===== config.mk =====
export PLATFORM = sky130hd
export DESIGN_NAME = input_collector
export DESIGN_NICKNAME = d
export VERILOG_FILES = /design/src/rtl/input_collector.sv
export SDC_FILE = /design/constraint.sdc
export NUM_CORES = 1
export LEC_CHECK = 0
export CORE_MARGIN = 2
export CORE_UTILIZATION = 45
export DETAILED_ROUTE_END_ITERATION = 16
export PLACE_DENSITY = 0.66
export RECOVER_POWER = 25
export SLEW_MARGIN = 20
export SYNTH_ARGS = -nofsm -noshare
export SYNTH_HDL_FRONTEND = slang
export SYNTH_SLANG_ARGS = --single-unit

===== constraint.sdc =====
create_clock -name fast_clk -period 3.78 [get_ports fast_clk]
set_input_delay 0.756 -clock fast_clk [delete_from_list [all_inputs] [get_ports fast_clk]]
set_output_delay 0.756 -clock fast_clk [all_outputs]
set_load 0.05 [all_outputs]

===== src/rtl/input_collector.sv =====
// -----------------------------------------------------------------------------
// input_collector
//
// Assembles an LSB-first serial frame into a parallel word and holds it
// until the consumer acknowledges it. A frame is qualified by serial_valid,
// which stays high for the whole frame and may stay high for a while after
// it. Words that complete while an unacknowledged word is still held are
// dropped and flagged with a sticky overrun.
//
// Optional feature (macro RX_PARITY_CHECK_EN):
//   When defined, each frame carries one extra even-parity bit after the
//   data bits. parity_err reports a mismatch for the held word. When the
//   macro is undefined, there is no parity state and parity_err is tied to 0.
//
// Parameters:
//   INPUT_WIDTH  data bits per frame (2..64)
//
// Ports:
//   fast_clk      in   single clock, rising edge
//   reset         in   asynchronous active-low reset
//   serial_valid  in   frame qualifier
//   serial_in     in   serial data bit, LSB first
//   data_ack      in   consumer acknowledge of the held word
//   data_out      out  [INPUT_WIDTH-1:0] held parallel word
//   data_valid    out  data_out holds an unacknowledged word
//   serial_done   out  one-cycle pulse per completed frame (also dropped ones)
//   overrun       out  sticky: a completed frame was dropped
//   parity_err    out  parity mismatch on the held word
// -----------------------------------------------------------------------------
module input_collector #(
    parameter int INPUT_WIDTH = 16
) (
    input  logic                   fast_clk,
    input  logic                   reset,
    input  logic                   serial_valid,
    input  logic                   serial_in,
    input  logic                   data_ack,
    output logic [INPUT_WIDTH-1:0] data_out,
    output logic                   data_valid,
    output logic                   serial_done,
    output logic                   overrun,
    output logic                   parity_err
);

    // One spare bit so the counter can reach INPUT_WIDTH (the parity slot)
    // without wrapping.
    localparam int CNT_W = $clog2(INPUT_WIDTH) + 1;
    localparam logic [CNT_W-1:0] LAST_IDX = CNT_W'(INPUT_WIDTH - 1);

    typedef enum logic [1:0] {
        ST_IDLE,
        ST_SHIFT,
`ifdef RX_PARITY_CHECK_EN
        ST_PARITY,
`endif
        ST_WAIT_LOW
    } state_t;

    state_t                 r_state;
    state_t                 w_state_nxt;
    logic [CNT_W-1:0]       r_cnt;
    logic [CNT_W-1:0]       w_cnt_nxt;
    logic [INPUT_WIDTH-1:0] r_shift;
    logic [INPUT_WIDTH-1:0] w_shift_nxt;
    logic [INPUT_WIDTH-1:0] w_shift_ins;
    logic [INPUT_WIDTH-1:0] w_word;
    logic                   w_complete;

    logic [INPUT_WIDTH-1:0] r_data;
    logic                   r_valid;
    logic                   r_done;
    logic                   r_overrun;

    // Bits above the counter are always zero inside a frame, so OR-ing the
    // new bit in at the counter position is enough.
    assign w_shift_ins = r_shift | ({{(INPUT_WIDTH-1){1'b0}}, serial_in} << r_cnt);

`ifdef RX_PARITY_CHECK_EN
    logic w_perr;
    logic r_perr;
`endif

    // -------------------------------------------------------------------------
    // Frame FSM: state, bit counter and shift register
    // -------------------------------------------------------------------------
    always_ff @(posedge fast_clk or negedge reset) begin
        if (!reset) begin
            r_state <= ST_IDLE;
            r_cnt   <= '0;
            r_shift <= '0;
        end else begin
            // NOTE: registered state uses non-blocking assignments so every
            // flop samples the pre-edge values, independent of block order.
            r_state <= w_state_nxt;
            r_cnt   <= w_cnt_nxt;
            r_shift <= w_shift_nxt;
        end
    end

    always_comb begin
        // NOTE: every signal gets a default before the case so no path
        // leaves one unassigned, which would otherwise infer a latch.
        w_state_nxt = r_state;
        w_cnt_nxt   = r_cnt;
        w_shift_nxt = r_shift;
        w_complete  = 1'b0;
        w_word      = w_shift_ins;
`ifdef RX_PARITY_CHECK_EN
        w_perr      = 1'b0;
`endif
        case (r_state)
            ST_IDLE: begin
                if (serial_valid) begin
                    w_shift_nxt = {{(INPUT_WIDTH-1){1'b0}}, serial_in};
                    w_cnt_nxt   = CNT_W'(1);
                    w_state_nxt = ST_SHIFT;
                end
            end

            ST_SHIFT: begin
                if (!serial_valid) begin
                    // Aborted frame: drop the partial word silently.
                    w_shift_nxt = '0;
                    w_cnt_nxt   = '0;
                    w_state_nxt = ST_IDLE;
                end else if (r_cnt == LAST_IDX) begin
`ifdef RX_PARITY_CHECK_EN
                    w_shift_nxt = w_shift_ins;
                    w_cnt_nxt   = r_cnt + CNT_W'(1);
                    w_state_nxt = ST_PARITY;
`else
                    w_complete  = 1'b1;
                    w_word      = w_shift_ins;
                    w_shift_nxt = '0;
                    w_cnt_nxt   = '0;
                    w_state_nxt = ST_WAIT_LOW;
`endif
                end else begin
                    w_shift_nxt = w_shift_ins;
                    w_cnt_nxt   = r_cnt + CNT_W'(1);
                end
            end

`ifdef RX_PARITY_CHECK_EN
            ST_PARITY: begin
                if (!serial_valid) begin
                    w_shift_nxt = '0;
                    w_cnt_nxt   = '0;
                    w_state_nxt = ST_IDLE;
                end else begin
                    // Even parity: data XOR parity bit must be 0.
                    w_complete  = 1'b1;
                    w_word      = r_shift;
                    w_perr      = (^r_shift) ^ serial_in;
                    w_shift_nxt = '0;
                    w_cnt_nxt   = '0;
                    w_state_nxt = ST_WAIT_LOW;
                end
            end
`endif

            ST_WAIT_LOW: begin
                // The qualifier may linger after the frame; those cycles
                // must not start a new frame.
                if (!serial_valid) begin
                    w_state_nxt = ST_IDLE;
                end
            end

            default: begin
                w_shift_nxt = '0;
                w_cnt_nxt   = '0;
                w_state_nxt = ST_IDLE;
            end
        endcase
    end

    // -------------------------------------------------------------------------
    // Output holding register and handshake
    // -------------------------------------------------------------------------
    always_ff @(posedge fast_clk or negedge reset) begin
        if (!reset) begin
            r_data    <= '0;
            r_valid   <= 1'b0;
            r_done    <= 1'b0;
            r_overrun <= 1'b0;
        end else begin
            r_done <= w_complete;

            // A completion on the same edge as an ack replaces the held word.
            if (w_complete && (!r_valid || data_ack)) begin
                r_data  <= w_word;
                r_valid <= 1'b1;
            end else if (data_ack && r_valid) begin
                r_valid <= 1'b0;
            end

            // overrun can only be set while a word is held, so clearing it on
            // an accepted ack also covers the "until data_ack" rule.
            if (w_complete && r_valid && !data_ack) begin
                r_overrun <= 1'b1;
            end else if (data_ack && r_valid) begin
                r_overrun <= 1'b0;
            end
        end
    end

`ifdef RX_PARITY_CHECK_EN
    always_ff @(posedge fast_clk or negedge reset) begin
        if (!reset) begin
            r_perr <= 1'b0;
        end else if (w_complete && (!r_valid || data_ack)) begin
            r_perr <= w_perr;
        end else if (data_ack && r_valid) begin
            r_perr <= 1'b0;
        end
    end

    assign parity_err = r_perr;
`else
    assign parity_err = 1'b0;
`endif

    assign data_out    = r_data;
    assign data_valid  = r_valid;
    assign serial_done = r_done;
    assign overrun     = r_overrun;

endmodule


==> reports/qor.txt <==
status -> complete, but fails checks
failing checks -> capacitance limit, slew limit
first-pass GRT wire length -> 6630 um
io pins -> 25
largest family of logic cells by synthesized area -> compound AO/OA/AOI/OAI gates
largest net degree at the start of global routing -> 43
Post-Route WL -> 3650 um
vias in the first global route -> 1329
synthesized area -> 1900 um2
CP startpoint -> reset
FP Rows -> 23
Area Growth Syn to Fin -> 16.3%
synth unique cells -> 33
hpwl dp -> 2560 um
RSZ-0062 raised after global routing -> false
GPL Wtd Cong -> 0.803
P per Cell Area -> 375 nW/um2
min Tclk post-route -> 2.31 ns
CP max stage delay -> 1.51 ns
Simple-Gate Fraction of Synth Area -> 17.4%
net count after synthesis -> 176
Residual DRC -> 0
post-cts sizing count -> 0
CP endpoint kind -> async pin
#FFs+latches synth -> 42
Die Ht -> 69.0 um
CTS Hold Bufs -> 0
ANT cells -> 0
fin crit share -> 61.0%
count of mapped cells out of synthesis -> 170
Final Hold Vio Count -> 0
Vias/cell -> 5.74
H-tree lvl count -> 2
setup TNS -> 0 ns
slowest CP cell -> clkbuf_1
adder-cell area share of the yosys netlist -> 0.657%
Synthesis Warnings -> 0
crit-path cells -> clkbuf_1
Worst Max-Slew Pin Slew -> 2.15 ns
Final Max Tran Viols -> 43
P_leak -> 0.984 nW
number of detailed-route iterations in the first pass -> 4
DR WL/cell -> 15.2 um
multiplexer share of the synthesized area -> 1.05%
most common cell after layout, fill and taps aside -> dfrtp_1
Crit path max-delay family -> buffers and inverters
commonest cells after routing, fill and taps aside -> dfrtp_1, clkdlybuf4s50_1, nor2_1
setup violators final -> 0
Core Area -> 4030 um2
initial antenna violation count -> 0
Min-Delay Path Class -> reg2reg
Worst-Skew Late Latency -> 0.30 ns
die area -> 4770 um2
RR Startpoint -> r_cnt[1]
Worst EP arrival -> 2.28 ns
top fanout value on the critical path -> 42
Via Count -> 1384
Num CTS Buffers -> 5
skew final -> 0.00458 ns
fmax -> 434 MHz
clk buf depth -> 2
clk sinks -> 42
chip width -> 69.0 um
max cap viols -> 1
Total Nets Final -> 196
post-route ant nets -> 0
Buf+Inv Stages, Crit Path -> 1
CTS tree -> built
Compound-Gate Fraction of Synth Area -> 21.6%
Avg Cell Area, Syn -> 11.2 um2
Root Buffer -> clkbuf_8
Final Util -> 54.9%
PortBufs -> 23
Initial Util -> 47.2%
CP Class -> in2async
total gr overflow -> 0
Worst EP required -> 3.76 ns
hold path start -> data_valid
CTS clock-pin slew for the worst setup and hold paths -> 0.07 ns
post-CTS setup buffers -> 0
sequential fraction of the synthesis area -> 55.2%
layout cell share with drive strength beyond 1 -> 15.7%
DR iter-0 viols -> 95
total global-route track usage -> 17.3%
XOR/XNOR Fraction of Synth Area -> 0%
crit start category -> input pin
maximum vdd drop -> 0.207 mV
max_slew headroom -> -43.4%
[per-layer routing]
metal	track usage, %	vias up	share of wire, %
li1	-	651	-
met1	22.8	697	45
met2	27.0	29	50
met3	4.97	7	3.9
met4	6.54	0	1.3
met5	0	-	0
[per-stage QoR]
stage / total power [mW] / setup WS (ns) / cell area [um2] / instances / hold WS, ns
global placement: 0.538 / 1.32 / 2120 / 233 / 0.472
CTS: 0.837 / 1.50 / 2210 / 241 / 0.506
global route: 0.869 / 1.02 / 2210 / 241 / 0.536
detailed placement: 0.541 / 1.27 / 2120 / 233 / 0.496
floorplan: 0.517 / 2.21 / 1900 / 170 / 0.460
finish: 0.830 / 1.47 / 2210 / 241 / 0.500
[cell type report]
type	count	area (um2)
Clock buffer	7	86.3
Fill cell	361	1820
Sequential cell	42	1050
Timing Repair Buffer	24	231
Multi-Input combinational cell	117	777
Tap cell	50	62.6
Clock inverter	1	5.00
[path summary, 6_finish.rpt]
| kind | depth (start not counted) | slack (ns) | end |
|---|---|---|---|
| max | 1 | 1.47 | data_out[15] |
| min | 1 | 0.50 | overrun |
| max reg2reg | 6 | 1.66 | data_out[10] |
| min reg2reg | 1 | 0.50 | overrun |
| max in group fast_clk | 1 | 1.52 | data_valid |
| min in group asynchronous | 1 | 1.08 | data_out[11] |
[state kept, by name, summed over array words and instances (netlist names)]
name	cells
data_out	16
overrun	1
r_cnt	5
r_state	2
data_valid	1
r_shift	16
serial_done	1
[synthesized netlist by cell type]
cell	instances	area share, %
a21oi_1	17	4.5
o21ai_0	3	0.79
and4b_1	2	1.1
and2b_1	1	0.39
buf_2	3	0.79
and2_1	1	0.33
mux2i_1	2	1.1
and4bb_2	1	0.66
a31oi_1	6	2.0
nand3b_4	1	1.1
nand3_1	2	0.53
nand4b_4	1	1.2
dfrtp_1	42	55
a22o_1	8	3.7
buf_6	2	1.2
buf_4	4	1.6
clkbuf_1	2	0.39
nor4b_4	1	1.2
and4bb_1	1	0.66
a21oi_2	14	6.4
conb_1	1	0.20
nor3_4	1	0.85
o21a_1	2	0.79
o22ai_1	9	3.0
nor3_1	2	0.53
o21ai_2	1	0.46
nor2b_1	4	1.3
nand2b_1	1	0.33
or2_2	1	0.33
ha_1	1	0.66
nor2_1	21	4.1
nand3_2	1	0.53
nand2_1	11	2.2
[where the power goes]
part           total, mW  switching (mW)  internal [mW]
clock network      0.299           0.151          0.147
logic             0.0589          0.0395         0.0194
registers          0.473          0.0168          0.456
total              0.830           0.208          0.623
[cells by family (layout without fill, tap and decap cells)]
kind of cell,Yosys count,after routing
flip-flops,42,42
adder cells (fa/ha/maj),1,1
multiplexers,2,2
other,1,1
buffers and inverters,11,32
AND/OR/NAND/NOR,53,53
AO/OA/AOI/OAI,60,60
(Power assumes the default switching activity.)
